<file path="src/rtl/uart_rx.sv">
// 8N1 UART receiver. Oversamples the asynchronous rx line with the core clock,
// aligns to the middle of the start bit, then samples every data and stop bit
// at mid-bit. Good frames raise a one-cycle valid strobe with the byte on data;
// a low stop bit raises a one-cycle frame_err and waits for the line to idle.
module uart_rx #(
  parameter int CLKS_PER_BIT = 434,
  parameter int DATA_BITS    = 8
) (
  input  logic                 clk,
  input  logic                 areset,
  input  logic                 rx,
  output logic [DATA_BITS-1:0] data,
  output logic                 valid,
  output logic                 frame_err,
  output logic                 busy
);

  localparam int CW = $clog2(CLKS_PER_BIT);
  localparam int IW = (DATA_BITS > 1) ? $clog2(DATA_BITS) : 1;

  localparam logic [CW-1:0] CNT_MID  = CW'((CLKS_PER_BIT - 1) / 2);
  localparam logic [CW-1:0] CNT_END  = CW'(CLKS_PER_BIT - 1);
  localparam logic [IW-1:0] IDX_LAST = IW'(DATA_BITS - 1);

  typedef enum logic [2:0] {
    ST_IDLE,
    ST_START,
    ST_DATA,
    ST_STOP,
    ST_BREAK
  } state_t;

  state_t               state, state_nxt;
  logic                 rx_meta, rx_s;
  logic [CW-1:0]        cnt;
  logic [IW-1:0]        bit_idx;
  logic [DATA_BITS-1:0] shreg;
  logic                 take_bit, good_frame, bad_frame;

  // Two-flop synchronizer; resets to the idle (high) line level.
  always_ff @(posedge clk) begin
    if (!areset) begin
      rx_meta <= 1'b1;
      rx_s    <= 1'b1;
    end else begin
      // NOTE: non-blocking so both stages shift on the same edge; blocking
      // assignments here would collapse the chain into a single flop.
      rx_meta <= rx;
      rx_s    <= rx_meta;
    end
  end

  // State register.
  always_ff @(posedge clk) begin
    if (!areset) state <= ST_IDLE;
    else         state <= state_nxt;
  end

  // Next-state decode and per-cycle datapath controls.
  always_comb begin
    // NOTE: every output of this block gets a default first so no path
    // through the case leaves a variable unassigned and infers a latch.
    state_nxt  = state;
    take_bit   = 1'b0;
    good_frame = 1'b0;
    bad_frame  = 1'b0;
    case (state)
      ST_IDLE: begin
        if (!rx_s) state_nxt = ST_START;
      end
      ST_START: begin
        // Half a bit into the start bit: a high line means it was a glitch.
        if (cnt == CNT_MID) state_nxt = rx_s ? ST_IDLE : ST_DATA;
      end
      ST_DATA: begin
        if (cnt == CNT_END) begin
          take_bit = 1'b1;
          if (bit_idx == IDX_LAST) state_nxt = ST_STOP;
        end
      end
      ST_STOP: begin
        // Leaving at the stop midpoint gives half a bit to catch the next start.
        if (cnt == CNT_END) begin
          if (rx_s) begin
            good_frame = 1'b1;
            state_nxt  = ST_IDLE;
          end else begin
            bad_frame  = 1'b1;
            state_nxt  = ST_BREAK;
          end
        end
      end
      ST_BREAK: begin
        // Held-low line: stay put until it returns high.
        if (rx_s) state_nxt = ST_IDLE;
      end
      default: state_nxt = ST_IDLE;
    endcase
  end

  // Baud counter, bit index, shift register and registered strobes.
  always_ff @(posedge clk) begin
    if (!areset) begin
      cnt       <= '0;
      bit_idx   <= '0;
      // NOTE: the shift register is reset along with the counters; it is only
      // a handful of flops and keeps data deterministic after any reset.
      shreg     <= '0;
      data      <= '0;
      valid     <= 1'b0;
      frame_err <= 1'b0;
    end else begin
      valid     <= good_frame;
      frame_err <= bad_frame;

      if (state_nxt != state || state == ST_IDLE || state == ST_BREAK || take_bit)
        cnt <= '0;
      else
        cnt <= cnt + 1'b1;

      if (state != ST_DATA) bit_idx <= '0;
      else if (take_bit)    bit_idx <= bit_idx + 1'b1;

      if (take_bit)   shreg[bit_idx] <= rx_s;
      if (good_frame) data           <= shreg;
    end
  end

  assign busy = (state != ST_IDLE);

endmodule

</file>
<file path="config.mk">
export PLATFORM = sky130hd
export DESIGN_NAME = uart_rx
export DESIGN_NICKNAME = d
export VERILOG_FILES = /design/src/rtl/uart_rx.sv
export SDC_FILE = /design/constraint.sdc
export NUM_CORES = 1
export LEC_CHECK = 0
export BUFFER_PORTS_ARGS = -buffer_cell sky130_fd_sc_hd__buf_2
export CAP_MARGIN = 25
export CORE_MARGIN = 3
export CORE_UTILIZATION = 53
export DETAILED_ROUTE_END_ITERATION = 16
export PLACE_DENSITY = 0.83
export SLEW_MARGIN = 10
export SYNTH_ARGS = -nofsm -noshare
export SYNTH_HDL_FRONTEND = slang
export SYNTH_SLANG_ARGS = --single-unit
</file>
<file path="constraint.sdc">
create_clock -name clk -period 1.5 [get_ports clk]
set_input_delay 0.15 -clock clk [delete_from_list [all_inputs] [get_ports clk]]
set_output_delay 0.15 -clock clk [all_outputs]
set_load 0.05 [all_outputs]
</file>
# Word level (Yosys, flattened, before mapping)
# Index checks and enable logic that the tools add are counted.
# classes
add_sub_neg,2
order_cmp,2
n_eq_ne,9
mux,18
bitwise,1
n_reduce_logical,9
# op_table
cell,count
3-bit 2-to-1 mux,7
3-bit case mux with 5 select lines,1
"9-bit by 1-bit adder with 9-bit output, second input constant",1
"9-bit by 8-bit equality test with 1-bit output, second input constant",1
"9-bit equality test, second input constant",1
8-bit bitwise mux,1
1-bit 2-to-1 mux,7
"3-bit by 2-bit equality test with 1-bit output, second input constant",2
"3-bit equality test, second input constant",2
"3-bit by 4-bit < comparator with 1-bit output, second input constant",1
2-bit OR reduction,2
"3-bit by 1-bit adder with 3-bit output, second input constant",1
1-bit demux with 3-bit select,1
"3-bit by 1-bit equality test with 1-bit output, second input constant",1
"3-bit by 1-bit >= comparator with 1-bit output, second input constant",1
3-bit zero test,1
1-bit logical OR,3
"3-bit by 2-bit inequality test with 1-bit output, second input constant",1
3-bit inequality test,1
3-bit AND reduction,1
3-bit nonzero test,1
2-bit 2-to-1 mux,1
1-bit logical AND,1
1-bit inverter,1
# totals
register_bits,35
output_inout_bits,11

# Depth between registers and ports, before layout
# Gate-level depths: netlist of run 1.
# depth
ltp_word,9
depth_mapped,7
mapped_depth_nobuf,6

# Worst setup path after synthesis of run 1
# No wires, ideal clock.
# synth_path
kind,reg2reg
from,reg cnt[0]
to,reg cnt[2]
setup_time_ns,0.073
arrival_time_ns,1.505
required_ns,1.427
slack_ns,-0.078
path_stages_with_launch,8
period_less_slack_ns,1.578
cell_sequence,dfxtp_1 inv_1 ha_1 and4bb_1 and4_1 a211o_1 buf_6 nor3_2
# synth_between
elab_chain_cells,8
word_cells_on_any_way,14
# synth_lines
element,line,source
"start, declared",35,logic [CW-1:0] cnt;
"start signal, assigned",119,cnt <= cnt + 1'b1;
9-bit equality test or 9-bit by 8-bit equality test with 1-bit output (tied branches),"76, 83, 73",
3-bit 2-to-1 mux (on tied branches),"83, 73, 76",
3-bit case mux with 5 select lines,67,case (state)
3-bit inequality test,116,if (state_nxt != state || state == ST_IDLE || state == ST_BREAK || take_bit)
1-bit logical OR (3 in a row),116,
2-bit OR reduction (no line),--,
# Several ways; a longest one is shown, not always the timed one.
# A chain may end at the register's enable or synchronous reset.

# Worst setup path in the final report of run 1
# layout_path
from,reg cnt[1]
to,reg data[2]
# layout_between
elab_chain_cells,3
# layout_lines
element,line,source
9-bit equality test,83,if (cnt == CNT_END) begin
1-bit 2-to-1 mux,83,
1-bit 2-to-1 mux,67,
"end signal, assigned",125,if (good_frame) data <= shreg;
"end, declared",12,"output logic [DATA_BITS-1:0] data,"
# Every way passes these cells.

==> flow_summary.yaml, run 1 <==
yosys:
  async_reset_ff_share_pct: 0
  synth.area.top_cells: "dfxtp_1 (40%), mux2i_1 (8.1%), nand2_1 (4.3%)"
  yosysWarnings: 0
  synth_top_family_by_area: "simple AND/OR/NAND/NOR gates"
  postSynthAreaPerCell_um2: 9.72
  synth_edf_count: 0
  synth_top_cell_by_area: "dfxtp_1"
  synth_compound_area_share_pct: 7.63
  synth_top_area_share_pct: 40.3
  yosys.area_share.xor_xnor_pct: 4.03
  syn_area_um2: 1740
  ys.flop_type: "dfxtp_1"
  ys_seq_elements: 35
  synthSimpleGateAreaFrac_pct: 32.1
  synth_nets: 187
  ys_types: 46
  synth_common_cells: "dfxtp_1 (35), nand2_1 (20), mux2i_1 (14)"
  yosysSeqAreaShare_pct: 40.3
  synthCells: 179
  synth_most_common_cell: "dfxtp_1"
  synthAdderAreaFrac_pct: 3.60
  synthMuxAreaShare_pct: 8.06
placement:
  dp_cells: 248
  place_congestion: 0.835
  io_buffers: 13
  dp_hpwl_mm: 2.61
sta:
  fmax_mhz: 636
  hold_viol_final: 0
  min_period_ns: 1.57
  finalWorstSetupSlack_ns: -0.0732
  rsz0062_at_grt: "true"
  setup_violations: 23
  drv_slew: 0
  finalCritPeriodShare_pct: 105
  clock_skew_ns: 0.0162
  worst_pin_slew_ns: 0.338
  relSlewSlack_pct: 77.4
  holdWs_ns: 0.253
setup_path:
  worst_ep_required_time_ns: 1.74
  worstSetupEndpointType: "flip-flop"
  timing.rr.end: "data[2]"
  reg2reg_setup_slack_ns: -0.07
  crit_type: "flip-flop to flip-flop"
  start_kind: "flip-flop"
  rr_worst_depth: 8
  worst-path-max-fanout: 5
  r2r-start: "cnt[1]"
  crit_arrival_ns: 1.81
power:
  p_clk_share_pct: 33.4
  switching_share_pct: 23.0
  leakage_nw: 0.953
  peakVddDrop_v: 0.000476
  p_int_mw: 1.19
  p_sw_mw: 0.356
  pwr-share-seq_pct: 60.7
  power_mw: 1.55
  combPwrFrac_pct: 5.9
  power_density_nw_per_um2: 669
drt:
  antenna_left: 0
  vias: 1465
  vias_per_cell: 5.57
  drcViolationCount: 0
  firstDrtPassIters: 4
  wire_per_inst_um: 15.8
  wl_mm: 4.15
  drtIter0Drc: 103
floorplan:
  dieHeight_um: 63.3
  initial_core_util_pct: 56.0
  pin_count: 14
  die_w_um: 63.3
  die-area_um2: 4000
  std_cell_rows: 20
  core-area_um2: 3100
finish:
  diodes: 0
  area_growth_pct: 32.9
  final-instance-count-excl-fill: 263
  fin_nets: 227
  post-route-util_pct: 74.5
  drive_gt1_share_pct: 41.1
min_path:
  hold_end: "rx_meta"
  hp-class: "input port to flip-flop"
  worstHoldStart: "areset"
  whs_path_depth: 3
clock_tree:
  max-clock-path-buffers: 2
  h-tree-depth: 2
  cts_buffers: 5
  cts-root-buf: "clkbuf_4"
  cts.sinks: 35
  cts_tree: "done"
  clock_latency_ns: 0.34
  path_clk_slew_ns: 0.10
global_routing:
  overflow: 0
  grt_max_degree: 26
  grtUsageTotal_pct: 22.3
  grt_pass1_wl_mm: 6.89
  antenna_found_initial: 0
  grt_pass1_vias: 1480
outcome:
  violations: "negative setup slack"
  status: "complete, but fails checks"
flow_run:
  maxCapViolCount: 0
[kinds of logic after synthesis]
| group | count (synthesis) |
|---|---|
| AOI/OAI and AO/OA | 19 |
| xor gates and xnor gates | 8 |
| adders and majority gates | 5 |
| buffers and inverters | 15 |
| DFF | 35 |
| muxes | 14 |
| and+or+nand+nor | 83 |
[area by class of cell]
class / count / area, µm²
fillers: 223 / 791
repair buffers: 43 / 315
clock inverters: 1 / 5.00
clock buffers: 6 / 51.3
inverters: 4 / 20.0
multi-input cells: 130 / 1150
well taps: 44 / 55.1
flip-flops and latches: 35 / 713
[power groups by stage]
stage	clock network (mW)	registers [mW]	logic [mW]
6_report	0.517	0.939	0.0913
5_1_grt	0.570	0.940	0.0974
4_1_cts	0.523	0.941	0.0800
3_5_place_dp	0	0.962	0.0684
3_3_place_gp	0	0.961	0.0647
2_1_floorplan	0	0.958	0.0482
[routing by layer]
layer	up-vias	GRT usage [%]	part of all wire, %
met1	710	23.4	41
met4	0	9.16	2.1
met5	-	0	0
li1	719	-	-
met2	27	41.9	54
met3	9	5.35	2.9
[per-stage QoR]
stage	TNS (ns)	setup WS, ns	instance area, µm²
final	-0.800	-0.0732	2310
after CTS	-1.14	-0.0858	2250
after global placement	-1.02	-0.0964	1980
after global routing	-2.86	-0.188	2310
after floorplan	-0.0670	-0.0194	1740
after detailed placement	-3.47	-0.309	1980
[sequential cells by signal (all words and copies together), names as in the netlist]
name	cells
bit_idx	3
valid	1
rx_meta	1
data	8
state	3
cnt	9
rx_s	1
shreg	8
frame_err	1
[worst max-delay path by stage]
stage,slack [ns],to,depth (start not counted),startpoint
after floorplan,-0.02,shreg[4],6,cnt[1]
after global placement,-0.1,cnt[1],4,state[0]
after detailed placement,-0.31,shreg[4],6,cnt[1]
after CTS,-0.09,data[1],8,cnt[1]
after global routing,-0.19,data[2],8,cnt[1]
final,-0.07,data[2],8,cnt[1]
[worst max-delay path: stages (launching register included)]
cell	delay, ns
dfxtp_2	0.35
inv_4	0.06
ha_4	0.13
buf_6	0.09
nand4bb_4	0.17
nor4_4	0.22
buf_6	0.18
mux2i_1	0.20
nor2b_1	0.06
[placed cells by master, fill, tap and decap left out, types with 3 or more instances in the layout]
master	n
a21oi_1	5
and3_1	5
buf_2	12
buf_4	23
buf_6	6
clkbuf_4	5
dfxtp_1	29
dfxtp_2	4
ha_1	3
mux2i_1	14
nand2_1	19
nand2b_1	3
nand4_1	4
nor2_1	7
nor2b_1	10
nor3_2	5
o21a_1	3
xnor2_1	5
[timing repair]
action	4_1_cts	5_1_grt
pin swaps	18	11
hold endpoints to repair	1	0
hold buffers	1	0
resized for setup	39	13
setup buffers	2	2
gates cloned	3	0
setup endpoints to repair	30	33
Note: power is estimated with default switching activity, not from simulation.
==> run 2: changes to the inputs <==
--- a/config.mk
+++ b/config.mk
@@ -8,9 +8,9 @@
 export BUFFER_PORTS_ARGS = -buffer_cell sky130_fd_sc_hd__buf_2
 export CAP_MARGIN = 25
 export CORE_MARGIN = 3
-export CORE_UTILIZATION = 53
+export CORE_UTILIZATION = 54
 export DETAILED_ROUTE_END_ITERATION = 16
-export PLACE_DENSITY = 0.83
+export PLACE_DENSITY = 0.8
 export SLEW_MARGIN = 10
 export SYNTH_ARGS = -nofsm -noshare
 export SYNTH_HDL_FRONTEND = slang
==> constraint.sdc (replaced) <==
create_clock -name clk -period 1.7 [get_ports clk]
set_input_delay 0.17 -clock clk [delete_from_list [all_inputs] [get_ports clk]]
set_output_delay 0.17 -clock clk [all_outputs]
set_load 0.05 [all_outputs]
==> run 2 against run 1 <==
Effect of this change:
- the flow now finishes without violations
- register-to-register slack better by 0.15 ns
- worst hold slack better by 0.0043 ns
- count of clock-buffer cells in the layout is 1 higher
- combinational power is 33% lower
- clock power is 6.8% lower
- fmax is 3.1% lower
==> flow_summary.yaml, run 2 (synthesis results as in run 1) <==
setup_path:
  timing.rr.end: "cnt[1]"
  worstSetupEndpointType: "flip-flop"
  worst-path-max-fanout: 7
  path_cells: "inv_1 -> ha_1 -> and4bb_1 -> and3_1 -> o221a_2 -> nor3b_2"
  cpPeakStageDelay_ns: 0.35
  crit_path_end: "cnt[1]"
  rr_worst_depth: 6
  critPathSlowestCell: "dfxtp_2"
  crit_cells: 6
  crit_path_start: "cnt[1]"
  start_kind: "flip-flop"
  crit_arrival_ns: 1.90
  crit_family: "simple AND/OR/NAND/NOR gates"
  r2r-start: "cnt[1]"
  worst_ep_required_time_ns: 1.97
  crit_type: "flip-flop to flip-flop"
  path_buf_inv: 1
  reg2reg_setup_slack_ns: 0.08
power:
  peakVddDrop_v: 0.000581
  power_mw: 1.37
  leakage_nw: 0.832
  p_clk_share_pct: 35.1
  power_density_nw_per_um2: 677
  p_sw_mw: 0.319
  switching_share_pct: 23.2
  pwr-share-seq_pct: 60.5
  combPwrFrac_pct: 4.5
  p_int_mw: 1.06
sta:
  finalCritPeriodShare_pct: 95.5
  setup_tns_ns: 0
  fmax_mhz: 616
  setup_violations: 0
  worst_pin_slew_ns: 0.371
  hold_viol_final: 0
  drv_slew: 0
  relSlewSlack_pct: 75.3
  min_period_ns: 1.62
  clock_skew_ns: 0.0134
  finalWorstSetupSlack_ns: 0.0772
  holdWs_ns: 0.257
global_routing:
  grtUsageTotal_pct: 19.2
  grt_pass1_wl_mm: 6.01
  use_met2_pct: 31.3
  grtUsageMet3_pct: 6.47
  grt_max_degree: 26
  overflow: 0
  grt_pass1_vias: 1346
  top_usage_layer: "met2"
  antenna_found_initial: 0
  met1_usage_pct: 22.9
finish:
  final_cell_area_um2: 2030
  final_cell_mix: "dfxtp_1 (31), nand2_1 (19), mux2i_1 (14), buf_2 (13), buf_4 (11)"
  final-instance-count-excl-fill: 244
  drive_gt1_share_pct: 28.7
  diodes: 0
  largest_reg_flops: 9
  final_common_cell: "dfxtp_1"
  fin_nets: 209
  area_growth_pct: 16.7
  top_register: "cnt"
  largestRegisters: "cnt (9), data (8), shreg (8)"
  post-route-util_pct: 70.0
outcome:
  status: "finished clean"
placement:
  dp_hpwl_mm: 2.45
  post-place-ws_ns: -0.00870
  io_buffers: 13
  place_congestion: 0.830
  dp_cells: 234
  dpl_cell_area_um2: 1890
drt:
  firstDrtPassIters: 4
  vias_per_cell: 5.69
  antenna_left: 0
  wl_mm: 3.63
  wire_per_inst_um: 14.9
  vias: 1389
  drtIter0Drc: 107
  drcViolationCount: 0
clock_tree:
  path_clk_slew_ns: 0.10
  cts-root-buf: "clkbuf_4"
  cts_tree: "done"
  clock_latency_ns: 0.35
  cts_buffers: 5
  h-tree-depth: 2
  cts.sinks: 35
  max-clock-path-buffers: 2
floorplan:
  die_w_um: 62.8
  initial_core_util_pct: 60.0
  dieHeight_um: 62.8
  std_cell_rows: 19
  core-area_um2: 2900
  pin_count: 14
  die-area_um2: 3940
flow_run:
  maxCapViolCount: 0
min_path:
  hp-class: "input port to flip-flop"
==> run 2: cell types whose count changed in the layout (fill, tap and decap cells not counted), moves of 2 or more <==
cell / before / now
inv_4: 2 / 0
ha_4: 2 / 0
dfxtp_4: 2 / 0
dfxtp_1: 29 / 31
nor4b_4: 2 / 0
a21boi_1: 2 / 0
buf_6: 6 / 1
a21boi_0: 0 / 2
nor2_1: 7 / 9
inv_1: 2 / 4
buf_4: 23 / 11
nor2_4: 2 / 0
==> run 2: how the worst min path moves through the flow <==
stage | startpoint | endpoint | slack, ns | cells past startpoint
final | areset | rx_s | 0.26 | 3
after global routing | areset | rx_s | 0.25 | 3
after CTS | areset | rx_s | 0.25 | 3
after detailed placement | rx | rx_meta | 0.36 | 2
after global placement | rx | rx_meta | 0.36 | 2
after floorplan | areset | rx_meta | 0.24 | 1
==> run 2: layer usage <==
layer	vias to the layer above	part of all wire (%)
met2	30	49
li1	672	-
met1	681	45
met4	0	1.5
met3	6	4.1
met5	-	0
==> run 2: timing repair <==
| action | CTS | global route |
|---|---|---|
| pin swaps | 0 | 3 |
| setup buffers | 0 | 0 |
| endpoints found under the hold margin | 1 | 0 |
| gates resized for setup | 2 | 17 |
| hold buffers | 1 | 0 |
| gates cloned | 0 | 1 |
| endpoints found under the setup margin | 7 | 23 |
==> run 2: layout make-up <==
cell class	count	area, µm²
fill	224	871
sequential	35	706
tap	42	52.6
timing repair buffer	26	169
inverter	4	15.0
clock inverter	1	8.76
multi-input combinational	129	1020
clock buffer	7	55.1
==> run 2: power groups by stage <==
stage	clock network [mW]	logic [mW]	registers, mW
2_1_floorplan	0	0.0424	0.845
6_report	0.482	0.0613	0.831
4_1_cts	0.495	0.0596	0.830
3_3_place_gp	0	0.0551	0.849
5_1_grt	0.542	0.0668	0.832
3_5_place_dp	0	0.0576	0.849
==> run 2: worst register-to-register path: cells and delay by family (launching register included) <==
kind / cells / cell delay, ns
AOI/OAI and AO/OA: 1 / 0.34
adders and majority gates: 1 / 0.18
and+or+nand+nor: 3 / 0.62
buffers and inverters: 1 / 0.06
DFF: 1 / 0.35
==> run 3: changes to the inputs <==
--- a/config.mk
+++ b/config.mk
@@ -7,10 +7,12 @@
 export LEC_CHECK = 0
 export BUFFER_PORTS_ARGS = -buffer_cell sky130_fd_sc_hd__buf_2
 export CAP_MARGIN = 25
+export CELL_PAD_IN_SITES_DETAIL_PLACEMENT = 1
+export CELL_PAD_IN_SITES_GLOBAL_PLACEMENT = 2
 export CORE_MARGIN = 3
-export CORE_UTILIZATION = 54
+export CORE_UTILIZATION = 40
 export DETAILED_ROUTE_END_ITERATION = 16
-export PLACE_DENSITY = 0.8
+export PLACE_DENSITY = 0.89
 export SLEW_MARGIN = 10
 export SYNTH_ARGS = -nofsm -noshare
 export SYNTH_HDL_FRONTEND = slang
==> constraint.sdc (replaced) <==
create_clock -name clk -period 1.9 [get_ports clk]
set_input_delay 0.19 -clock clk [delete_from_list [all_inputs] [get_ports clk]]
set_output_delay 0.19 -clock clk [all_outputs]
set_load 0.05 [all_outputs]
==> run 3 against run 2 <==
Effect of this change:
- sequential power fell by 10%
- utilization fell by 21 points
- flip-flop and latch count did not move
- via count fell by 4.2%
- sequential share of layout area rose by 0.60 points
- fmax fell by 5.3%
- final cell count rose by 0.41%
- design area fell by 2.2%
- critical path depth did not move
- highest routed layer unchanged
==> flow_summary.yaml, run 3 (synthesis results as in run 1) <==
clock_tree:
  cts_buffers: 5
  path_clk_slew_ns: 0.07
  cts.sinks: 35
  cts_tree: "done"
  cts-root-buf: "clkbuf_8"
  h-tree-depth: 2
  holdBufCountCts: 0
  cts_setup_buffers: 0
  max-clock-path-buffers: 2
  clock_latency_ns: 0.29
  postCtsResizedCells: 0
drt:
  vias_per_cell: 5.43
  antenna_left: 0
  drtIter0Drc: 26
  wire_per_inst_um: 15.5
  drcViolationCount: 0
  wl_mm: 3.79
  vias: 1331
  firstDrtPassIters: 4
min_path:
  whs_path_depth: 2
  hp-class: "input port to flip-flop"
setup_path:
  rr_worst_depth: 6
  crit_arrival_ns: 1.93
  worst-path-max-fanout: 9
  start_kind: "flip-flop"
  worstSetupEndpointType: "flip-flop"
  crit_type: "flip-flop to flip-flop"
  worst_ep_required_time_ns: 2.12
outcome:
  status: "finished clean"
finish:
  diodes: 0
  top_register: "cnt"
  final_cell_mix: "dfxtp_1 (34), nand2_1 (20), mux2i_1 (14), buf_2 (13)"
  area_growth_pct: 14.1
  largest_reg_flops: 9
  drive_gt1_share_pct: 23.1
  final_common_cell: "dfxtp_1"
  final_cell_area_um2: 1980
  fin_nets: 202
  largestRegisters: "cnt (9), data (8), shreg (8)"
power:
  power_density_nw_per_um2: 752
  pwr-share-seq_pct: 49.8
  p_clk_share_pct: 47.0
  switching_share_pct: 20.9
  p_int_mw: 1.18
  peakVddDrop_v: 0.000391
  leakage_nw: 0.784
  combPwrFrac_pct: 3.2
  p_sw_mw: 0.311
  power_mw: 1.49
floorplan:
  pin_count: 14
  core-area_um2: 4090
  die-area_um2: 5180
  dieHeight_um: 71.9
  die_w_um: 71.9
  initial_core_util_pct: 42.6
  std_cell_rows: 23
sta:
  drv_slew: 0
  worst_pin_slew_ns: 0.365
  relSlewSlack_pct: 75.6
  holdWs_ns: 0.0755
  fmax_mhz: 584
  clock_skew_ns: 0.00687
  finalCritPeriodShare_pct: 90.2
  setup_violations: 0
  finalWorstSetupSlack_ns: 0.187
  setup_tns_ns: 0
  hold_viol_final: 0
  min_period_ns: 1.71
placement:
  place_congestion: 0.864
  dp_hpwl_mm: 2.76
  io_buffers: 13
  post-place-ws_ns: 0.0691
  dpl_cell_area_um2: 1860
global_routing:
  grt_pass1_vias: 1488
  overflow: 0
  antenna_found_initial: 0
  grt_pass1_wl_mm: 6.95
  grt_max_degree: 26
  grtUsageTotal_pct: 17.1
flow_run:
  maxCapViolCount: 0
## run 3: cell types whose count changed in the layout (fill, tap and decap cells not counted), moves of 3 or more
cell / change
clkbuf_4: -5
dfxtp_2: -3
buf_4: -5
dfxtp_1: +3
clkbuf_8: +5
## run 3: path summary, 6_finish.rpt
| check | startpoint | endpoint | slack, ns |
|---|---|---|---|
| worst max register to register | cnt[0] | cnt[4] | 0.19 |
| worst min-delay path | rx | rx_meta | 0.08 |
| worst max-delay path | cnt[0] | cnt[4] | 0.19 |
| worst min register to register | rx_meta | rx_s | 0.42 |
## run 3: routing by layer
layer | vias to the layer above | track usage (%) | routed length, µm
met5 | - | 0 | 0
met4 | 0 | 8.56 | 99
met3 | 10 | 3.32 | 107
met2 | 16 | 30.7 | 2020
met1 | 646 | 19.2 | 1560
li1 | 659 | - | -
## run 3: power groups by stage
stage | clock network [mW] | logic (mW) | registers [mW]
detailed placement | 0 | 0.0477 | 0.761
finish | 0.701 | 0.0471 | 0.744
global route | 0.745 | 0.0525 | 0.745
floorplan | 0 | 0.0379 | 0.756
CTS | 0.724 | 0.0480 | 0.743
global placement | 0 | 0.0457 | 0.760
## run 3: final cells by class
type                            count  area, µm²
Fill cell                         482       2100
Timing Repair Buffer               19        110
Multi-Input combinational cell    129        977
Sequential cell                    35        702
Inverter                            4       15.0
Clock buffer                        6       82.6
Clock inverter                      2       35.0
Tap cell                           50       62.6
## run 3: worst max-delay path, cell delays in order (launching register included)
cell and delay, ns:
dfxtp_2 0.37, inv_1 0.05, ha_1 0.18, and4bb_1 0.21
and4_1 0.22, a211o_2 0.39, nor3_2 0.21
## run 3: stage by stage
stage / std cells / utilization [%]
3_3_place_gp: 237 / 45.5
6_report: 245 / 48.6
3_5_place_dp: 237 / 45.5
2_1_floorplan: 179 / -
4_1_cts: 245 / 48.3
5_1_grt: 245 / 48.6
